`src/rtl/zoom_pkg.sv`:
```
// Encodings and source-frame constants shared by the scan controller and the ula mapper.
package zoom_pkg;

   localparam int unsigned SRC_WIDTH  = 320;
   localparam int unsigned SRC_HEIGHT = 240;

   localparam logic [2:0] OP_NORMAL = 3'b000;
   localparam logic [2:0] OP_ZIN    = 3'b100;
   localparam logic [2:0] OP_ZOUT   = 3'b010;

   typedef enum logic [1:0] {
      ZL_NORMAL,
      ZL_ZIN,
      ZL_ZOUT
   } zoom_level_e;

   typedef enum logic [1:0] {
      ST_IDLE,
      ST_SCAN,
      ST_DRAIN,
      ST_DONE
   } ctrl_state_e;

   function automatic logic [2:0] level_to_op(zoom_level_e lvl);
      logic [2:0] op;
      case (lvl)
         ZL_ZIN:  op = OP_ZIN;
         ZL_ZOUT: op = OP_ZOUT;
         default: op = OP_NORMAL;
      endcase
      return op;
   endfunction

endpackage

```
`src/rtl/zoom_scan_ctrl_if.sv`:
```
// Ready/valid pixel stream from the scan controller to the VGA pixel FIFO.
interface zoom_scan_ctrl_if #(
   parameter int unsigned PIX_W = 8
) ();

   logic [PIX_W-1:0] pix_data;
   logic             pix_valid;
   logic             pix_ready;
   logic             pix_sof;
   logic             pix_eol;

   modport master (
      output pix_data,
      output pix_valid,
      output pix_sof,
      output pix_eol,
      input  pix_ready
   );

   modport slave (
      input  pix_data,
      input  pix_valid,
      input  pix_sof,
      input  pix_eol,
      output pix_ready
   );

endinterface

```
`src/rtl/zoom_level_fsm.sv`:
```
// Zoom level tracking: buttons edit a pending level, which becomes the active op on commit.
module zoom_level_fsm
   import zoom_pkg::*;
(
   input  logic       clock,
   input  logic       reset,
   input  logic       zoom_in_btn,
   input  logic       zoom_out_btn,
   input  logic       commit,
   output logic [2:0] ula_op
);

   zoom_level_e pend_q, pend_d;
   zoom_level_e active_q, active_d;

   always_ff @(posedge clock) begin
      if (reset) begin
         pend_q   <= ZL_NORMAL;
         active_q <= ZL_NORMAL;
      end else begin
         pend_q   <= pend_d;
         active_q <= active_d;
      end
   end

   // Simultaneous presses cancel out; commit takes the level as it stood before this cycle's press.
   always_comb begin
      pend_d   = pend_q;
      active_d = active_q;
      if (zoom_in_btn && !zoom_out_btn) begin
         case (pend_q)
            ZL_NORMAL: pend_d = ZL_ZIN;
            ZL_ZOUT:   pend_d = ZL_NORMAL;
            default:   pend_d = pend_q;
         endcase
      end else if (zoom_out_btn && !zoom_in_btn) begin
         case (pend_q)
            ZL_NORMAL: pend_d = ZL_ZOUT;
            ZL_ZIN:    pend_d = ZL_NORMAL;
            default:   pend_d = pend_q;
         endcase
      end
      if (commit) begin
         active_d = pend_q;
      end
   end

   always_comb begin
      ula_op = level_to_op(active_q);
   end

endmodule

```
`src/rtl/zoom_scan_ctrl.sv`:
```
// Frame-scan controller: walks the output raster through the ula mapper and frame buffer
// and emits one zoomed frame as a three-stage ready/valid pixel stream.
module zoom_scan_ctrl
   import zoom_pkg::*;
#(
   parameter int unsigned      H_ACTIVE = 640,
   parameter int unsigned      V_ACTIVE = 480,
   parameter int unsigned      SRC_W    = SRC_WIDTH,
   parameter int unsigned      SRC_H    = SRC_HEIGHT,
   parameter int unsigned      PIX_W    = 8,
   parameter logic [PIX_W-1:0] BG_COLOR = '0
) (
   input  logic              clock,
   input  logic              reset,
   input  logic              start,
   input  logic              zoom_in_btn,
   input  logic              zoom_out_btn,
   output logic [9:0]        ula_x_in,
   output logic [9:0]        ula_y_in,
   output logic [2:0]        ula_op,
   input  logic [9:0]        ula_x_out,
   input  logic [9:0]        ula_y_out,
   input  logic [16:0]       ula_address,
   output logic [16:0]       mem_addr,
   output logic              mem_rd_en,
   input  logic [PIX_W-1:0]  mem_data,
   zoom_scan_ctrl_if.master  pix,
   output logic              busy,
   output logic              frame_done
);

   localparam logic [9:0] X_LAST    = 10'(H_ACTIVE - 1);
   localparam logic [9:0] Y_LAST    = 10'(V_ACTIVE - 1);
   localparam logic [9:0] SRC_W_LIM = 10'(SRC_W);
   localparam logic [9:0] SRC_H_LIM = 10'(SRC_H);

   ctrl_state_e state_q, state_d;
   logic [9:0]  x_q, x_d, y_q, y_d;

   logic        s1_valid_q, s1_in_range_q, s1_sof_q, s1_eol_q;
   logic [16:0] mem_addr_q;
   logic        s2_valid_q, s2_in_range_q, s2_sof_q, s2_eol_q;

   logic adv;
   logic scan_en;
   logic last_issue;
   logic commit;

   assign adv        = !(s2_valid_q && !pix.pix_ready);
   assign last_issue = scan_en && adv && (x_q == X_LAST) && (y_q == Y_LAST);
   assign commit     = (state_q == ST_IDLE) && start;

   zoom_level_fsm u_level (
      .clock        (clock),
      .reset        (reset),
      .zoom_in_btn  (zoom_in_btn),
      .zoom_out_btn (zoom_out_btn),
      .commit       (commit),
      .ula_op       (ula_op)
   );

   always_ff @(posedge clock) begin
      if (reset) begin
         state_q <= ST_IDLE;
      end else begin
         state_q <= state_d;
      end
   end

   // DRAIN ends once both pipeline stages have emptied, i.e. the cycle after the last accept.
   always_comb begin
      state_d = state_q;
      case (state_q)
         ST_IDLE:  if (start) state_d = ST_SCAN;
         ST_SCAN:  if (last_issue) state_d = ST_DRAIN;
         ST_DRAIN: if (!s1_valid_q && !s2_valid_q) state_d = ST_DONE;
         ST_DONE:  state_d = ST_IDLE;
         default:  state_d = ST_IDLE;
      endcase
   end

   always_comb begin
      scan_en    = (state_q == ST_SCAN);
      busy       = (state_q == ST_SCAN) || (state_q == ST_DRAIN);
      frame_done = (state_q == ST_DONE);
   end

   always_comb begin
      x_d = x_q;
      y_d = y_q;
      if (scan_en && adv) begin
         if (x_q == X_LAST) begin
            x_d = '0;
            y_d = (y_q == Y_LAST) ? '0 : y_q + 10'd1;
         end else begin
            x_d = x_q + 10'd1;
         end
      end
   end

   always_ff @(posedge clock) begin
      if (reset) begin
         x_q <= '0;
         y_q <= '0;
      end else begin
         x_q <= x_d;
         y_q <= y_d;
      end
   end

   always_ff @(posedge clock) begin
      if (reset) begin
         s1_valid_q    <= 1'b0;
         s1_in_range_q <= 1'b0;
         s1_sof_q      <= 1'b0;
         s1_eol_q      <= 1'b0;
         mem_addr_q    <= '0;
         s2_valid_q    <= 1'b0;
         s2_in_range_q <= 1'b0;
         s2_sof_q      <= 1'b0;
         s2_eol_q      <= 1'b0;
      end else if (adv) begin
         s1_valid_q <= scan_en;
         s1_sof_q   <= scan_en && (x_q == '0) && (y_q == '0);
         s1_eol_q   <= scan_en && (x_q == X_LAST);
         if (scan_en) begin
            mem_addr_q    <= ula_address;
            s1_in_range_q <= (ula_x_out < SRC_W_LIM) && (ula_y_out < SRC_H_LIM);
         end
         s2_valid_q    <= s1_valid_q;
         s2_in_range_q <= s1_in_range_q;
         s2_sof_q      <= s1_sof_q;
         s2_eol_q      <= s1_eol_q;
      end
   end

   assign ula_x_in  = x_q;
   assign ula_y_in  = y_q;
   assign mem_addr  = mem_addr_q;
   assign mem_rd_en = s1_valid_q && adv;

   // RAM data holds while mem_rd_en is low, so pix_data stays stable through a stall.
   assign pix.pix_data  = s2_valid_q ? (s2_in_range_q ? mem_data : BG_COLOR) : '0;
   assign pix.pix_valid = s2_valid_q;
   assign pix.pix_sof   = s2_sof_q;
   assign pix.pix_eol   = s2_eol_q;

endmodule

```
`src/flat_wrapper.sv`:
```
// flat-port wrapper written by rule: the top's interface ports become plain ports
module zoom_scan_ctrl_flat import zoom_pkg::*;
#(
   parameter int unsigned      H_ACTIVE = 640,
   parameter int unsigned      V_ACTIVE = 480,
   parameter int unsigned      SRC_W    = SRC_WIDTH,
   parameter int unsigned      SRC_H    = SRC_HEIGHT,
   parameter int unsigned      PIX_W    = 8,
   parameter logic [PIX_W-1:0] BG_COLOR = '0
)
  (clock, reset, start, zoom_in_btn, zoom_out_btn, ula_x_in, ula_y_in, ula_op, ula_x_out, ula_y_out, ula_address, mem_addr, mem_rd_en, mem_data, busy, frame_done, pix_pix_data, pix_pix_valid, pix_pix_sof, pix_pix_eol, pix_pix_ready);
  zoom_scan_ctrl_if #(.PIX_W(PIX_W)) pix_i ();
  input  logic clock;
  input  logic reset;
  input  logic start;
  input  logic zoom_in_btn;
  input  logic zoom_out_btn;
  output logic [9:0] ula_x_in;
  output logic [9:0] ula_y_in;
  output logic [2:0] ula_op;
  input  logic [9:0] ula_x_out;
  input  logic [9:0] ula_y_out;
  input  logic [16:0] ula_address;
  output logic [16:0] mem_addr;
  output logic mem_rd_en;
  input  logic [PIX_W-1:0] mem_data;
  output logic busy;
  output logic frame_done;
  output wire logic [$bits(pix_i.pix_data)-1:0] pix_pix_data;
  output wire logic [$bits(pix_i.pix_valid)-1:0] pix_pix_valid;
  output wire logic [$bits(pix_i.pix_sof)-1:0] pix_pix_sof;
  output wire logic [$bits(pix_i.pix_eol)-1:0] pix_pix_eol;
  input wire logic [$bits(pix_i.pix_ready)-1:0] pix_pix_ready;
  assign pix_pix_data = pix_i.pix_data;
  assign pix_pix_valid = pix_i.pix_valid;
  assign pix_pix_sof = pix_i.pix_sof;
  assign pix_pix_eol = pix_i.pix_eol;
  assign pix_i.pix_ready = pix_pix_ready;
  zoom_scan_ctrl #(.H_ACTIVE(H_ACTIVE), .V_ACTIVE(V_ACTIVE), .SRC_W(SRC_W), .SRC_H(SRC_H), .PIX_W(PIX_W), .BG_COLOR(BG_COLOR)) u_core (.clock(clock), .reset(reset), .start(start), .zoom_in_btn(zoom_in_btn), .zoom_out_btn(zoom_out_btn), .ula_x_in(ula_x_in), .ula_y_in(ula_y_in), .ula_op(ula_op), .ula_x_out(ula_x_out), .ula_y_out(ula_y_out), .ula_address(ula_address), .mem_addr(mem_addr), .mem_rd_en(mem_rd_en), .mem_data(mem_data), .pix(pix_i), .busy(busy), .frame_done(frame_done));
endmodule
```
`config.mk`:
```
export PLATFORM = sky130hd
export DESIGN_NAME = zoom_scan_ctrl_flat
export DESIGN_NICKNAME = d
export VERILOG_FILES = /design/src/rtl/zoom_pkg.sv /design/src/rtl/zoom_scan_ctrl_if.sv /design/src/rtl/zoom_level_fsm.sv /design/src/rtl/zoom_scan_ctrl.sv /design/src/flat_wrapper.sv
export SDC_FILE = /design/constraint.sdc
export NUM_CORES = 1
export LEC_CHECK = 0
export ABC_AREA = 1
export ABC_CLOCK_PERIOD_IN_PS = 1800
export CAP_MARGIN = 20
export CORE_ASPECT_RATIO = 0.9
export CORE_MARGIN = 4
export CORE_UTILIZATION = 35
export CTS_CLUSTER_SIZE = 8
export DETAILED_ROUTE_END_ITERATION = 8
export GPL_ROUTABILITY_DRIVEN = 0
export GPL_TIMING_DRIVEN = 1
export HOLD_SLACK_MARGIN = 0.03
export PLACE_DENSITY = 0.68
export SYNTH_ARGS = -nofsm -noshare
export SYNTH_HDL_FRONTEND = slang
export SYNTH_SLANG_ARGS = --single-unit
```
`constraint.sdc`:
```
create_clock -name clock -period 1.8 [get_ports clock]
set_input_delay 0.27 -clock clock [delete_from_list [all_inputs] [get_ports clock]]
set_output_delay 0.27 -clock clock [all_outputs]
set_load 0.005 [all_outputs]
```
==> results.md <==
- Status: finished clean
- P_leak: 1.54 nW
- Post-DRT Antenna Nets: 0
- Initial cell density of the core: 37.0%
- Number of synthesized flops with an enable pin: 0
- Kind of critical path: reg -> out
- Power per cell area: about 960 nW/µm²
- Clock power share: around a fifth
- Fin Hold WS: ~0.47 ns
- Reg2reg start: u_core.ula_y_in[1]
- CTS tree: built
- Compound-gate portion of the synthesized area: 12.9%
- Global route total overflow: 0
- Share of layout cells above drive strength 1: between 10% and 20%
- HP Class: reg -> reg
- Worst-path maximum fanout: 3
- Fin nets: 529
- Part of the power in combinational logic: 39.6%
- R2r worst-path depth: 8
- Mux cell area share after synthesis: 0%
- Flop pwr share: about two fifths
- Max Fclk: 0.580 GHz
- Final Core Density: 56.2%
- Total net switching power: roughly 1.2 mW
- Via count: 2591
- Crit start category: flip-flop
- Number of max-slew violations in the final report: 0
- Worst Setup EP: busy
- Initial DRC Count: 83
- RSZ-0062 raised after global routing: false
- CTS Buf Count: 5
- Cells after Synth: 356
- Worst skew pair latency: approximately 0.3 ns
- Yosys warnings: 0
- Final min period: approximately 1.7 ns
- Peak supply drop: 0.502 mV
- First-pass GRT wire length: between 10000 and 15000 µm
- CP Data Required Time: 1.53 ns
- Clk_skew: 0.00715 ns
- Drt via density: approximately 4.6
- # diodes: 0
- CTS Sinks: 51
- Adder-cell share of the synthesized area: 5.03%
- Synth async-reset ratio: 0%
- Post-Syn Area per Cell: 6.99 µm²
- Largest family of logic cells by synthesized area: simple AND/OR/NAND/NOR gates
- WL/cell: around 12 µm
- Post-Synth Simple-Gate Area: roughly a third
- Fin cells: 559
- Worst-case clock buffer depth: 2
- XOR/XNOR Fraction of Synth Area: 0.704%
- Most frequent cells in the layout: 91 x clkdlybuf4s50_1, 83 x nor2_1, 50 x nand2_1
- Largest net degree at the start of global routing: 20
- H-tree depth: 2
- Switching part of the total: 32.1%
- #FFs+latches synth: 51
- Synth Cell Area: 2490 µm²
- Row count: 28
- Final WL: 6960 µm
- Internal power: ~2.5 mW
- I/O pin cnt: 105
- Vert. Die Dim: 88.0 µm
- Clk slew on worst S/H paths: 0.10 ns
- Main flop type after synthesis: dfxtp_1
- GR Util All Layers: 16.0%
- # port buffers: 93
- Core area: roughly 6700 µm²
- Die area: 8530 µm²
- Initial antenna violation count: 0
- Worst R2R End: u_core.state_q[0]
- Vias in the first global route: approximately 2400
- Syn-to-layout area delta: 51.7%
- CP Capture Type: primary output
- Hold Fails Final Rpt: 0
- Post-DP HPWL: 5390 µm
- Sequential fraction of the synthesis area: 41.0%
- Syn Nets: 417
- Die extent in x: around 97 µm
- Reg-to-reg setup timing slack: 0.11 ns
- Commonest non-fill, non-tap cell in the layout: clkdlybuf4s50_1
- Worst setup path startpoint: u_core.state_q[0]
- DRC viols: 0
- Setup_tns: 0 ns
- Max cap viols: 0
- Placed cell count: around 550
- Root Driver: clkbuf_8
- Tcrit/Tclk final: 95.7%
- DRT Pass-1 Iters: 5
- Netlist cell types: 32
- Crit path DAT: 1.45 ns
- Setup violations, final: 0
synth_stat cells, drive strengths merged (2+ instances only):
cell type | number | area share [%]
dfxtp | 51 | 41
buf | 4 | 0.90
nor2 | 90 | 15
a21oi | 22 | 4.9
nand4 | 11 | 2.8
o21ai | 31 | 6.4
nor3 | 8 | 1.6
nand2 | 53 | 8.4
xor2 | 2 | 0.70
ha | 10 | 5.0
clkbuf | 6 | 0.90
inv | 45 | 6.9
nand3 | 13 | 2.8
nor4 | 3 | 0.75
power groups by stage:
stage                     Combinational, mW  Clock [mW]  Sequential [mW]
final                                  1.43       0.700             1.48
after global routing                   1.60       0.795             1.51
after CTS                              1.42       0.738             1.48
after detailed placement               1.38           0             1.51
after global placement                 1.36           0             1.50
after floorplan                       0.612           0             1.52
timing repair:
action / 4_1_cts / 5_1_grt
endpoints found under the hold margin: 0 / 0
resized for setup: 5 / 6
setup endpoints to repair: 10 / 7
hold buffers: 0 / 0
buffers inserted: 2 / 0
sequential cells by signal, indices dropped and copies added, names as in the netlist, 2 cells and up:
name / flops
u_core.u_level.active_q: 2
u_core.ula_x_in: 10
u_core.u_level.pend_q: 2
u_core.ula_y_in: 10
u_core.mem_addr: 17
u_core.state_q: 2
critical path: stages, from the launching register on:
cell and delay, ns:
dfxtp_2 0.35, inv_2 0.06, ha_4 0.26, clkdlybuf4s50_1 0.49
cell type report:
class                   instances  area, µm²
clock inverters                 2       16.3
flip-flops and latches         51       1030
inverters                      45        171
well taps                      90        113
fillers                       654       2950
repair buffers                115       1100
clock buffers                   6       82.6
multi-input cells             250       1270
worst min-delay path by stage:
| stage | from | end | depth (start not counted) |
|---|---|---|---|
| detailed placement | u_core.s1_eol_q | u_core.s1_eol_q | 2 |
| global route | u_core.u_level.active_q[1] | u_core.u_level.active_q[1] | 2 |
| floorplan | reset | u_core.ula_x_in[2] | 1 |
| global placement | u_core.s1_sof_q | u_core.s1_sof_q | 2 |
| finish | u_core.s1_eol_q | u_core.s1_eol_q | 2 |
| CTS | u_core.s1_eol_q | u_core.s1_eol_q | 2 |
metal layers:
layer / vias to the layer above / share of wire [%] / global-route usage [%]
met1: 1152 / 47 / 21.9
met2: 71 / 46 / 26.6
met3: 2 / 5.7 / 3.98
met5: - / 0 / 0
met4: 0 / 0.36 / 2.04
li1: 1366 / - / -
metrics by stage:
stage | area [µm²] | setup slack [ns] | power [mW]
after global routing | 3780 | 0.00405 | 3.91
after CTS | 3760 | 0.00677 | 3.64
final | 3780 | 0.0766 | 3.62
after global placement | 3640 | -0.0330 | 2.87
after detailed placement | 3640 | -0.0190 | 2.89
after floorplan | 2490 | 0.310 | 2.13
cells by family after synthesis:
group	count (synthesis)
AOI/OAI and AO/OA	58
xor gates and xnor gates	2
other	1
and+or+nand+nor	179
buffers and inverters	55
DFF	51
adders and majority gates	10
Note: power is estimated with default switching activity, not from simulation.
